### src/rtl/cic_pkg.sv
// Shared types and constants for the CIC 3x3 window fetcher:
// FSM encoding, padding modes and the tap -> (dy,dx) offset tables.
package cic_pkg;

    typedef enum logic [2:0] {
        ST_IDLE    = 3'd0,
        ST_FETCH   = 3'd1,
        ST_DRAIN   = 3'd2,
        ST_PRESENT = 3'd3,
        ST_DONE    = 3'd4
    } state_e;

    localparam int PAD_ZERO = 0;
    localparam int PAD_REPL = 1;

    localparam int       NTAPS           = 9;
    localparam logic [3:0] TAP_FIRST     = 4'd0;
    localparam logic [3:0] TAP_REUSE_FIRST = 4'd2;
    localparam logic [3:0] TAP_LAST      = 4'd8;

    // Tap t = 3*(dy+1) + (dx+1); rows of the window are taps 0-2, 3-5, 6-8.
    function automatic logic signed [1:0] tap_dy(input logic [3:0] tap);
        case (tap)
            4'd0, 4'd1, 4'd2: tap_dy = -2'sd1;
            4'd3, 4'd4, 4'd5: tap_dy = 2'sd0;
            default:          tap_dy = 2'sd1;
        endcase
    endfunction

    function automatic logic signed [1:0] tap_dx(input logic [3:0] tap);
        case (tap)
            4'd0, 4'd3, 4'd6: tap_dx = -2'sd1;
            4'd1, 4'd4, 4'd7: tap_dx = 2'sd0;
            default:          tap_dx = 2'sd1;
        endcase
    endfunction

endpackage

### src/rtl/cic_win_addr_gen.sv
// Combinational neighbour address generator: (row, col, tap) -> image address
// plus a pad flag for out-of-image taps when zero padding is selected.
module cic_win_addr_gen
    import cic_pkg::*;
#(
    parameter int IMG_W    = 64,
    parameter int IMG_H    = 64,
    parameter int AW       = 12,
    parameter int PAD_MODE = 0
) (
    input  logic [AW/2-1:0] row,
    input  logic [AW/2-1:0] col,
    input  logic [3:0]      tap,
    output logic [AW-1:0]   addr,
    output logic            pad
);

    // Two guard bits so both -1 and IMG_W/IMG_H are representable as signed values.
    localparam int CW = AW/2 + 2;
    localparam logic signed [CW-1:0] H_S    = CW'(IMG_H);
    localparam logic signed [CW-1:0] W_S    = CW'(IMG_W);
    localparam logic signed [CW-1:0] HMAX_S = CW'(IMG_H - 1);
    localparam logic signed [CW-1:0] WMAX_S = CW'(IMG_W - 1);

    logic signed [1:0]    dy, dx;
    logic signed [CW-1:0] r_s, c_s, r_c, c_c;
    logic                 r_oob, c_oob;
    logic [AW-1:0]        r_a, c_a;

    always_comb begin
        dy  = tap_dy(tap);
        dx  = tap_dx(tap);
        r_s = $signed({2'b00, row}) + {{(CW-2){dy[1]}}, dy};
        c_s = $signed({2'b00, col}) + {{(CW-2){dx[1]}}, dx};

        r_oob = r_s[CW-1] || (r_s >= H_S);
        c_oob = c_s[CW-1] || (c_s >= W_S);

        r_c = r_s[CW-1] ? '0 : ((r_s >= H_S) ? HMAX_S : r_s);
        c_c = c_s[CW-1] ? '0 : ((c_s >= W_S) ? WMAX_S : c_s);

        r_a  = AW'($unsigned(r_c));
        c_a  = AW'($unsigned(c_c));
        addr = r_a * AW'(IMG_W) + c_a;
        pad  = (r_oob || c_oob) && (PAD_MODE != PAD_REPL);
    end

endmodule

### src/rtl/cic_win_fetch.sv
// 3x3 convolution-window fetcher: raster-walks every output pixel, reads the
// neighbourhood from image memory (1-cycle latency) and hands windows downstream.
//
// state   | meaning
// IDLE    | waiting for ready (image loaded)
// FETCH   | issuing one tap read per cycle (9 taps, or 3 with column reuse)
// DRAIN   | capturing the last tap returned by memory
// PRESENT | window valid, held until win_ready
// DONE    | one-cycle done pulse after the last window
module cic_win_fetch
    import cic_pkg::*;
#(
    parameter int IMG_W    = 64,
    parameter int IMG_H    = 64,
    parameter int DW       = 20,
    parameter int AW       = 12,
    parameter int PAD_MODE = 0,
    parameter int REUSE    = 1
) (
    input  logic              clk,
    input  logic              reset,
    input  logic              ready,
    output logic              busy,
    output logic [AW-1:0]     iaddr,
    input  logic [DW-1:0]     idata,
    output logic              win_valid,
    input  logic              win_ready,
    output logic [9*DW-1:0]   win_data,
    output logic [AW/2-1:0]   win_row,
    output logic [AW/2-1:0]   win_col,
    output logic              done
);

    localparam int RCW = AW/2;
    localparam logic [RCW-1:0] COL_LAST = RCW'(IMG_W - 1);
    localparam logic [RCW-1:0] ROW_LAST = RCW'(IMG_H - 1);

    state_e         state_q, state_d;
    logic [RCW-1:0] row_q, row_d;
    logic [RCW-1:0] col_q, col_d;
    logic [3:0]     tap_q, tap_d;
    logic           reuse_q, reuse_d;
    logic [AW-1:0]  iaddr_q;
    logic           cap_en_q, cap_en_d;
    logic           cap_pad_q, cap_pad_d;
    logic [3:0]     cap_tap_q, cap_tap_d;
    logic [DW-1:0]  win_q [NTAPS];
    logic [DW-1:0]  win_d [NTAPS];

    logic [AW-1:0]  gen_addr;
    logic           gen_pad;

    cic_win_addr_gen #(
        .IMG_W    (IMG_W),
        .IMG_H    (IMG_H),
        .AW       (AW),
        .PAD_MODE (PAD_MODE)
    ) u_addr_gen (
        .row  (row_q),
        .col  (col_q),
        .tap  (tap_q),
        .addr (gen_addr),
        .pad  (gen_pad)
    );

    always_comb begin
        state_d   = state_q;
        row_d     = row_q;
        col_d     = col_q;
        tap_d     = tap_q;
        reuse_d   = reuse_q;
        cap_en_d  = 1'b0;
        cap_pad_d = 1'b0;
        cap_tap_d = tap_q;
        iaddr     = iaddr_q;
        for (int i = 0; i < NTAPS; i++) begin
            win_d[i] = win_q[i];
        end

        // Memory data for the tap issued last cycle lands here.
        if (cap_en_q) begin
            win_d[cap_tap_q] = cap_pad_q ? '0 : idata;
        end

        case (state_q)
            ST_IDLE: begin
                if (ready) begin
                    state_d = ST_FETCH;
                    row_d   = '0;
                    col_d   = '0;
                    tap_d   = TAP_FIRST;
                    reuse_d = 1'b0;
                end
            end
            ST_FETCH: begin
                cap_en_d  = 1'b1;
                cap_pad_d = gen_pad;
                cap_tap_d = tap_q;
                if (!gen_pad) begin
                    iaddr = gen_addr;
                end
                if (tap_q == TAP_LAST) begin
                    state_d = ST_DRAIN;
                end else begin
                    tap_d = tap_q + (reuse_q ? 4'd3 : 4'd1);
                end
            end
            ST_DRAIN: begin
                state_d = ST_PRESENT;
            end
            ST_PRESENT: begin
                if (win_ready) begin
                    if ((row_q == ROW_LAST) && (col_q == COL_LAST)) begin
                        state_d = ST_DONE;
                    end else if (col_q == COL_LAST) begin
                        state_d = ST_FETCH;
                        col_d   = '0;
                        row_d   = row_q + RCW'(1);
                        tap_d   = TAP_FIRST;
                        reuse_d = 1'b0;
                    end else begin
                        state_d = ST_FETCH;
                        col_d   = col_q + RCW'(1);
                        if (REUSE != 0) begin
                            // Slide left; only the new right column (taps 2,5,8) is fetched.
                            win_d[0] = win_q[1];
                            win_d[1] = win_q[2];
                            win_d[3] = win_q[4];
                            win_d[4] = win_q[5];
                            win_d[6] = win_q[7];
                            win_d[7] = win_q[8];
                            tap_d    = TAP_REUSE_FIRST;
                            reuse_d  = 1'b1;
                        end else begin
                            tap_d   = TAP_FIRST;
                            reuse_d = 1'b0;
                        end
                    end
                end
            end
            ST_DONE: begin
                state_d = ST_IDLE;
            end
            default: begin
                state_d = ST_IDLE;
            end
        endcase
    end

    always_ff @(posedge clk or posedge reset) begin
        if (reset) begin
            state_q   <= ST_IDLE;
            row_q     <= '0;
            col_q     <= '0;
            tap_q     <= '0;
            reuse_q   <= 1'b0;
            iaddr_q   <= '0;
            cap_en_q  <= 1'b0;
            cap_pad_q <= 1'b0;
            cap_tap_q <= '0;
            for (int i = 0; i < NTAPS; i++) begin
                win_q[i] <= '0;
            end
        end else begin
            state_q   <= state_d;
            row_q     <= row_d;
            col_q     <= col_d;
            tap_q     <= tap_d;
            reuse_q   <= reuse_d;
            iaddr_q   <= iaddr;
            cap_en_q  <= cap_en_d;
            cap_pad_q <= cap_pad_d;
            cap_tap_q <= cap_tap_d;
            for (int i = 0; i < NTAPS; i++) begin
                win_q[i] <= win_d[i];
            end
        end
    end

    always_comb begin
        win_data = '0;
        for (int i = 0; i < NTAPS; i++) begin
            win_data[i*DW +: DW] = win_q[i];
        end
    end

    assign busy      = (state_q == ST_FETCH) || (state_q == ST_DRAIN) || (state_q == ST_PRESENT);
    assign win_valid = (state_q == ST_PRESENT);
    assign done      = (state_q == ST_DONE);
    assign win_row   = row_q;
    assign win_col   = col_q;

endmodule
### config.mk
export PLATFORM = sky130hd
export DESIGN_NAME = cic_win_fetch
export DESIGN_NICKNAME = d
export VERILOG_FILES = /design/src/rtl/cic_pkg.sv /design/src/rtl/cic_win_addr_gen.sv /design/src/rtl/cic_win_fetch.sv
export SDC_FILE = /design/constraint.sdc
export NUM_CORES = 1
export LEC_CHECK = 0
export ABC_AREA = 1
export BUFFER_PORTS_ARGS = -buffer_cell sky130_fd_sc_hd__buf_2
export CORE_ASPECT_RATIO = 1.2
export CORE_MARGIN = 2
export CORE_UTILIZATION = 55
export DETAILED_ROUTE_END_ITERATION = 6
export PLACE_DENSITY = 0.81
export SKIP_CTS_REPAIR_TIMING = 1
export SLEW_MARGIN = 20
export SYNTH_ARGS = -nofsm -noshare
export SYNTH_HDL_FRONTEND = slang
export SYNTH_SLANG_ARGS = --single-unit
### constraint.sdc
create_clock -name clk -period 11.7 [get_ports clk]
set_input_delay 3.51 -clock clk [delete_from_list [all_inputs] [get_ports clk]]
set_output_delay 3.51 -clock clk [all_outputs]
set_load 0.005 [all_outputs]
==> reports/results.tsv, run 1 <==
metric	value	unit
Clk network pwr share	0.194	
grt ovf	0	
Flop pwr share	0.356	
clock-pin slew on the worst setup and hold paths	0.06	ns
Mean Syn Cell Area	8.03	µm²
critical-path cell list	nand2_1, nand2_1, inv_1, ha_1, nand2_1, nand2_1, a21oi_1, nand2_1, nand2_1, nand2_1, inv_1, nand2_1, nor2_1, nand2_1, nor2_4, inv_1, nand2_1, nand2_1, buf_2	
Fmax achieved	136	MHz
worst-skew pair later-pin latency	0.51	ns
Residual DRC	2	
Mapped Area	10500	µm²
ANT nets after route	0	
DRT Wirelength	31100	µm
TritonRoute pass-1 iters	7	
synth top area cells	dfrtp_1, nand2_1, o21ai_0	
pin slew with the least headroom to its limit	1.04	ns
max-cap violation count	0	
vias in the first global route	9297	
Vias/cell	5.50	
Worst setup SP type	flip-flop	
CP bufs+invs	4	
DRT iter0 DRCs	959	
PwrDens	300	nW/µm²
Async SR Flop Fraction	1.00	
EDFF count, synth	0	
setup TNS	0	ns
failing checks	design-rule violations	
PortBufs	230	
Clock Sinks	218	
GRT Total Usage	0.306	
layout cells sized above 1	0.197	
Hold Crit Class	flip-flop to flip-flop	
number of synthesized register bits	218	
CTS H-tree depth	1	
Final Hold Fails	0	
switching share of power	0.429	
syn nets	1350	
P_int	2.15	mW
die width	130	µm
CP endpoint kind	primary output	
clock buffer depth	3	
RSZ-0062 raised after global routing	no	
gpl congestion	0.849	
relative slew slack	0.309	
Static Leakage	6.44	nW
Final Cycle Share	0.627	
NetSw	1.61	mW
Slew Limit Fails	0	
Top delay family on crit path	simple AND/OR/NAND/NOR gates	
CTS tree	done	
Setup CP Type	flip-flop to primary output	
Worst Path Max Fanout	17	
setup violators final	0	
VDD IR max	165	µV
most used cell, CP	nand2_1	
Distinct cells, synth	38	
post-synth top area share	0.521	
Cells after Synth	1304	
run status	finished, violations left	
Worst Path Required	8.19	ns
Vias	9764	
first-pass GRT wire length	48700	µm
total clock buffers created by CTS	22	
DIE HEIGHT	155	µm
CTS Root Cell	clkbuf_16	
Core Region	18800	µm²
fin crit period	7.33	ns
full die area	20200	µm²
final core utilization	0.668	
CP max stage delay	0.47	ns
# rows	55	
Post-DP HPWL	21200	µm
post-synthesis sequential area ratio	0.521	
Comb power frac	0.450	
Arrival @ worst endpoint	3.82	ns
antenna violations before repair	1	
Synth Warn #	0	
Most used DFF post-synth	dfrtp_1	
Routed WL per cell	17.5	µm
I/O pins	231	
Initial Util	0.558	
Syn-to-layout area delta	19.7	%
largest net degree at the start of global routing	141	
CP max-delay cell	dfrtp_1	
Synth area leader	dfrtp_1	
Final Net Count	1549	
Layout Skew	0.0117	ns
## routing by layer
metal,up-vias,global-route usage,share of wire
li1,4622,-,-
met1,4626,0.390,0.39
met2,435,0.522,0.49
met3,81,0.0512,0.076
met4,0,0.118,0.039
met5,-,0,0
## power groups by stage
stage          sequential [mW]  clock [mW]  combinational, mW
2_1_floorplan             1.32           0               1.01
3_3_place_gp              1.33           0               1.61
3_5_place_dp              1.34           0               1.67
4_1_cts                   1.34       0.737               1.69
5_1_grt                   1.37       0.768               1.92
6_report                  1.34       0.730               1.69
## through the flow
step / instance area (µm²) / hold WS [ns] / instances / setup slack [ns] / total power, mW
after CTS: 12500 / 0.430 / 1775 / 4.39 / 3.76
after detailed placement: 11800 / 0.417 / 1735 / 4.95 / 3.01
final: 12500 / 0.431 / 1776 / 4.37 / 3.76
after global routing: 12500 / 0.441 / 1775 / 3.91 / 4.06
after global placement: 11800 / 0.402 / 1735 / 5.15 / 2.95
after floorplan: 10500 / 0.395 / 1304 / 2.23 / 2.33
## worst register-to-register path, stage by stage (launching register included)
cell and delay [ns]:
dfrtp_1 0.51, ha_1 0.26, nand4_1 0.13, nor2_1 0.25, nor2_1 0.14, inv_2 0.13
nor2_4 0.03, buf_4 0.28, inv_6 0.74, buf_4 0.73, o21ai_0 0.23
## worst paths after layout
path | start | end | slack, ns | cells after the start
max in group asynchronous | reset | win_data[124] | 6.78 | 3
worst min-delay path | cap_tap_d[3] | cap_tap_q[3] | 0.43 | 0
worst min register to register | cap_tap_d[3] | cap_tap_q[3] | 0.43 | 0
worst max-delay path | cap_tap_d[1] | iaddr[1] | 4.37 | 19
min in group asynchronous | reset | async pin | 3.18 | 2
worst max register to register | win_col[1] | win_data[90] | 8.12 | 10
## layout make-up
class	count	area (µm²)
diodes	1	2.50
clock buffers	32	649
clock inverters	8	101
fillers	1592	6240
inverters	108	418
multi-input cells	910	4350
flip-flops and latches	218	5460
well taps	256	320
repair buffers	243	1250
## placed cells by master, fill, tap and decap left out, types with 2 or more instances in the layout
| master | count |
|---|---|
| buf_4 | 13 |
| o21ai_1 | 21 |
| or2_2 | 3 |
| clkbuf_16 | 23 |
| fa_1 | 3 |
| a21oi_1 | 15 |
| nor2_4 | 3 |
| nand3_1 | 51 |
| nor2_1 | 65 |
| xnor2_1 | 6 |
| clkbuf_1 | 5 |
| ha_1 | 19 |
| bufinv_16 | 2 |
| clkbuf_8 | 4 |
| o21a_1 | 6 |
| nand4_1 | 8 |
| inv_2 | 4 |
| o31ai_1 | 3 |
| o21ai_0 | 185 |
| xor2_1 | 12 |
| clkinv_2 | 2 |
| clkinvlp_4 | 3 |
| a31oi_1 | 45 |
| dfrtp_1 | 218 |
| nand2_1 | 441 |
| inv_1 | 102 |
| nor3_1 | 4 |
| buf_2 | 230 |
| o22ai_1 | 4 |
| nor3_2 | 3 |
| nor2_2 | 2 |
## Yosys cell counts, types with 2 or more instances
cell type  number
xor2_1         12
o21ai_1        21
clkbuf_1       50
o21a_1          6
buf_1           2
nor2_4          3
inv_2           5
ha_1           19
nor2_1         67
inv_1         103
buf_2          14
nand2_1       441
a21oi_1        15
nand3_1        51
fa_1            3
o31ai_1         3
or2_2           3
xnor2_1         6
o22ai_1         4
o21ai_0       185
a31oi_1        45
dfrtp_1       218
nor3_1          6
nand4_1         8
## logic make-up after synthesis
kind of cell / count (synthesis) / synth area share
flops: 218 / 0.521
fa+ha+maj: 22 / 0.0284
simple gates: 587 / 0.226
xor+xnor: 18 / 0.0150
buf+inv: 176 / 0.0658
compound gates: 282 / 0.144
other cells: 1 / 0.000358
(Power assumes the default switching activity.)
==> run 2, diff against run 1 <==
==> constraint.sdc (replaced) <==
create_clock -name clk -period 7.3 [get_ports clk]
set_input_delay 2.19 -clock clk [delete_from_list [all_inputs] [get_ports clk]]
set_output_delay 2.19 -clock clk [all_outputs]
set_load 0.005 [all_outputs]
==> run 2 against run 1 <==
The flow now finishes without violations. Via count decreased by 0.94%. Register-to-register slack got worse by 4.4 ns. Non-clock buffer count unchanged. Count of clock-buffer cells in the layout increased by 2. Largest cell class unchanged. Critical path type unchanged.
==> reports/results.tsv, run 2 (same netlist as run 1, synthesis figures left out) <==
metric	value	unit	change
run status	complete, no violations		
Seq. cell area	5460	µm²	unchanged
Fmax achieved	165	MHz	
Final Cycle Share	0.831		
layout cells sized above 1	0.195		-0.00172
gpl congestion	0.863		+1.6%
largest net degree at the start of global routing	189		+34%
capturing point of the worst reg2reg path	win_data[147]		
crit path from	cap_tap_d[1]		
VDD IR max	256	µV	+55%
multi-input logic area	4350	µm²	about the same
TritonRoute pass-1 iters	7		unchanged
fin crit period	6.06	ns	
pin slew with the least headroom to its limit	0.970	ns	-0.0673 ns
Worst R2R Start	win_col[1]		
ANT nets after route	0		unchanged
reg2reg setup slack	3.71	ns	-4.41 ns
clock buffer depth	3		unchanged
crit path capture	iaddr[8]		
Final Net Count	1549		unchanged
DP Cell Count	1734		-0.058%
PortBufs	230		unchanged
most used cell, CP	nand2_1		
CP endpoint kind	primary output		
die width	130	µm	unchanged
setup violators final	0		unchanged
Vias/cell	5.46		-0.77%
worst-skew pair later-pin latency	0.52	ns	about the same
Slew Limit Fails	0		unchanged
CTS H-tree depth	1		unchanged
antenna violations before repair	0		-1
CP bufs+invs	4		unchanged
Clock Sinks	218		unchanged
PwrDens	475	nW/µm²	+58%
full die area	20200	µm²	unchanged
most common cell after layout, fill and taps aside	nand2_1		
Top delay family on crit path	simple AND/OR/NAND/NOR gates		
first-pass GRT wire length	48000	µm	-1.4%
critical-path cell list	nand2_1, nand2_1, inv_1, ha_1, nand2_1, nand2_1, a21oi_1, nand2_1, nand2_1, nand2_1, inv_1, nand2_1, nor2_1, nand2_1, nor2_4, inv_1, o21ai_1, buf_2		
Arrival @ worst endpoint	3.87	ns	+0.05 ns
CP max stage delay	0.47	ns	about the same
# rows	55		unchanged
Post-DP HPWL	21100	µm	-0.58%
most frequent cells in the layout	nand2_1, buf_2, dfrtp_1		
Core Region	18800	µm²	unchanged
max-cap violation count	0		unchanged
Routed WL per cell	17.2	µm	-1.6%
DRT iter0 DRCs	818		-15%
grt ovf	0		unchanged
DIE HEIGHT	155	µm	unchanged
Residual DRC	0		-2
CTS tree	done		
Diodes inserted	0		-1
Vias	9672		-0.94%
R2R cell count	11		+1
CTS Root Cell	clkbuf_16		
GRT Total Usage	0.303		-0.00376
clock-pin slew on the worst setup and hold paths	0.06	ns	about the same
I/O pins	231		unchanged
Layout Skew	0.0135	ns	+0.00184 ns
Worst Path Required	5.11	ns	-3.08 ns
Final Hold Fails	0		unchanged
DRT Wirelength	30600	µm	-1.8%
total clock buffers created by CTS	22		unchanged
CP max-delay cell	dfrtp_1		
Worst setup SP type	flip-flop		
Static Leakage	6.43	nW	-0.16%
setup TNS	0	ns	unchanged
RSZ-0062 raised after global routing	no		
Syn-to-layout area delta	19.5	%	
relative slew slack	0.349		+0.0399
cell depth of the worst setup path	18		-1
Worst Path Max Fanout	17		unchanged
Initial Util	0.558		unchanged
Setup CP Type	flip-flop to primary output		
post-route insts no fill	1773		-0.17%
vias in the first global route	9198		-1.1%
# fillers	1586		-0.38%
Hold Crit Class	flip-flop to flip-flop		
-- run 2: through the flow --
stage / instance area, µm² / util / power, mW / setup WS, ns / hold WS, ns
floorplan: 10500 / - / 3.73 / 2.27 / 0.395
global placement: 11800 / 0.628 / 4.72 / 2.07 / 0.401
detailed placement: 11800 / 0.628 / 4.82 / 1.85 / 0.413
CTS: 12500 / 0.665 / 5.96 / 1.27 / 0.431
global route: 12500 / 0.667 / 6.44 / 0.875 / 0.442
finish: 12500 / 0.667 / 5.95 / 1.24 / 0.436
-- run 2: final cells by class --
class	instances	area share
clock inverter	4	0.00469
inverter	108	0.0331
multi-input combinational	910	0.347
clock buffer	34	0.0515
sequential	218	0.436
tap	256	0.0256
timing repair buffer	243	0.102
-- run 2: worst min path at each step --
stage,from,end,slack [ns],cells after the start
6_report,cap_tap_d[3],cap_tap_q[3],0.44,0
4_1_cts,cap_tap_d[3],cap_tap_q[3],0.43,0
3_3_place_gp,cap_tap_d[3],cap_tap_q[3],0.40,0
2_1_floorplan,cap_tap_d[3],cap_tap_q[3],0.39,0
5_1_grt,cap_tap_d[3],cap_tap_q[3],0.44,0
3_5_place_dp,cap_tap_d[3],cap_tap_q[3],0.41,0
-- run 2: routing by layer --
layer  routed length (µm)  GRT usage  part of all wire  vias up
li1                     -          -                 -     4616
met1                11600      0.382              0.38     4544
met2                15200      0.520              0.50      434
met3                 2360     0.0437             0.077       78
met4                 1360      0.124             0.045        0
met5                    0          0                 0        -
-- run 2: worst reg2reg max path, stage by stage (launching register included) --
cell and delay [ns]:
dfrtp_1 0.50, ha_1 0.27, nand4_1 0.13, nor2_1 0.24
nor2_1 0.12, inv_2 0.12, nor2_4 0.03, buf_4 0.28
inv_6 0.67, buf_4 0.80, nor2_1 0.15, a31oi_1 0.21
-- run 2: power breakdown --
| part | internal, mW | switching [mW] | total, mW |
|---|---|---|---|
| sequential | 1.74 | 0.402 | 2.15 |
| clock | 0.644 | 0.472 | 1.12 |
| combinational | 1.01 | 1.68 | 2.69 |
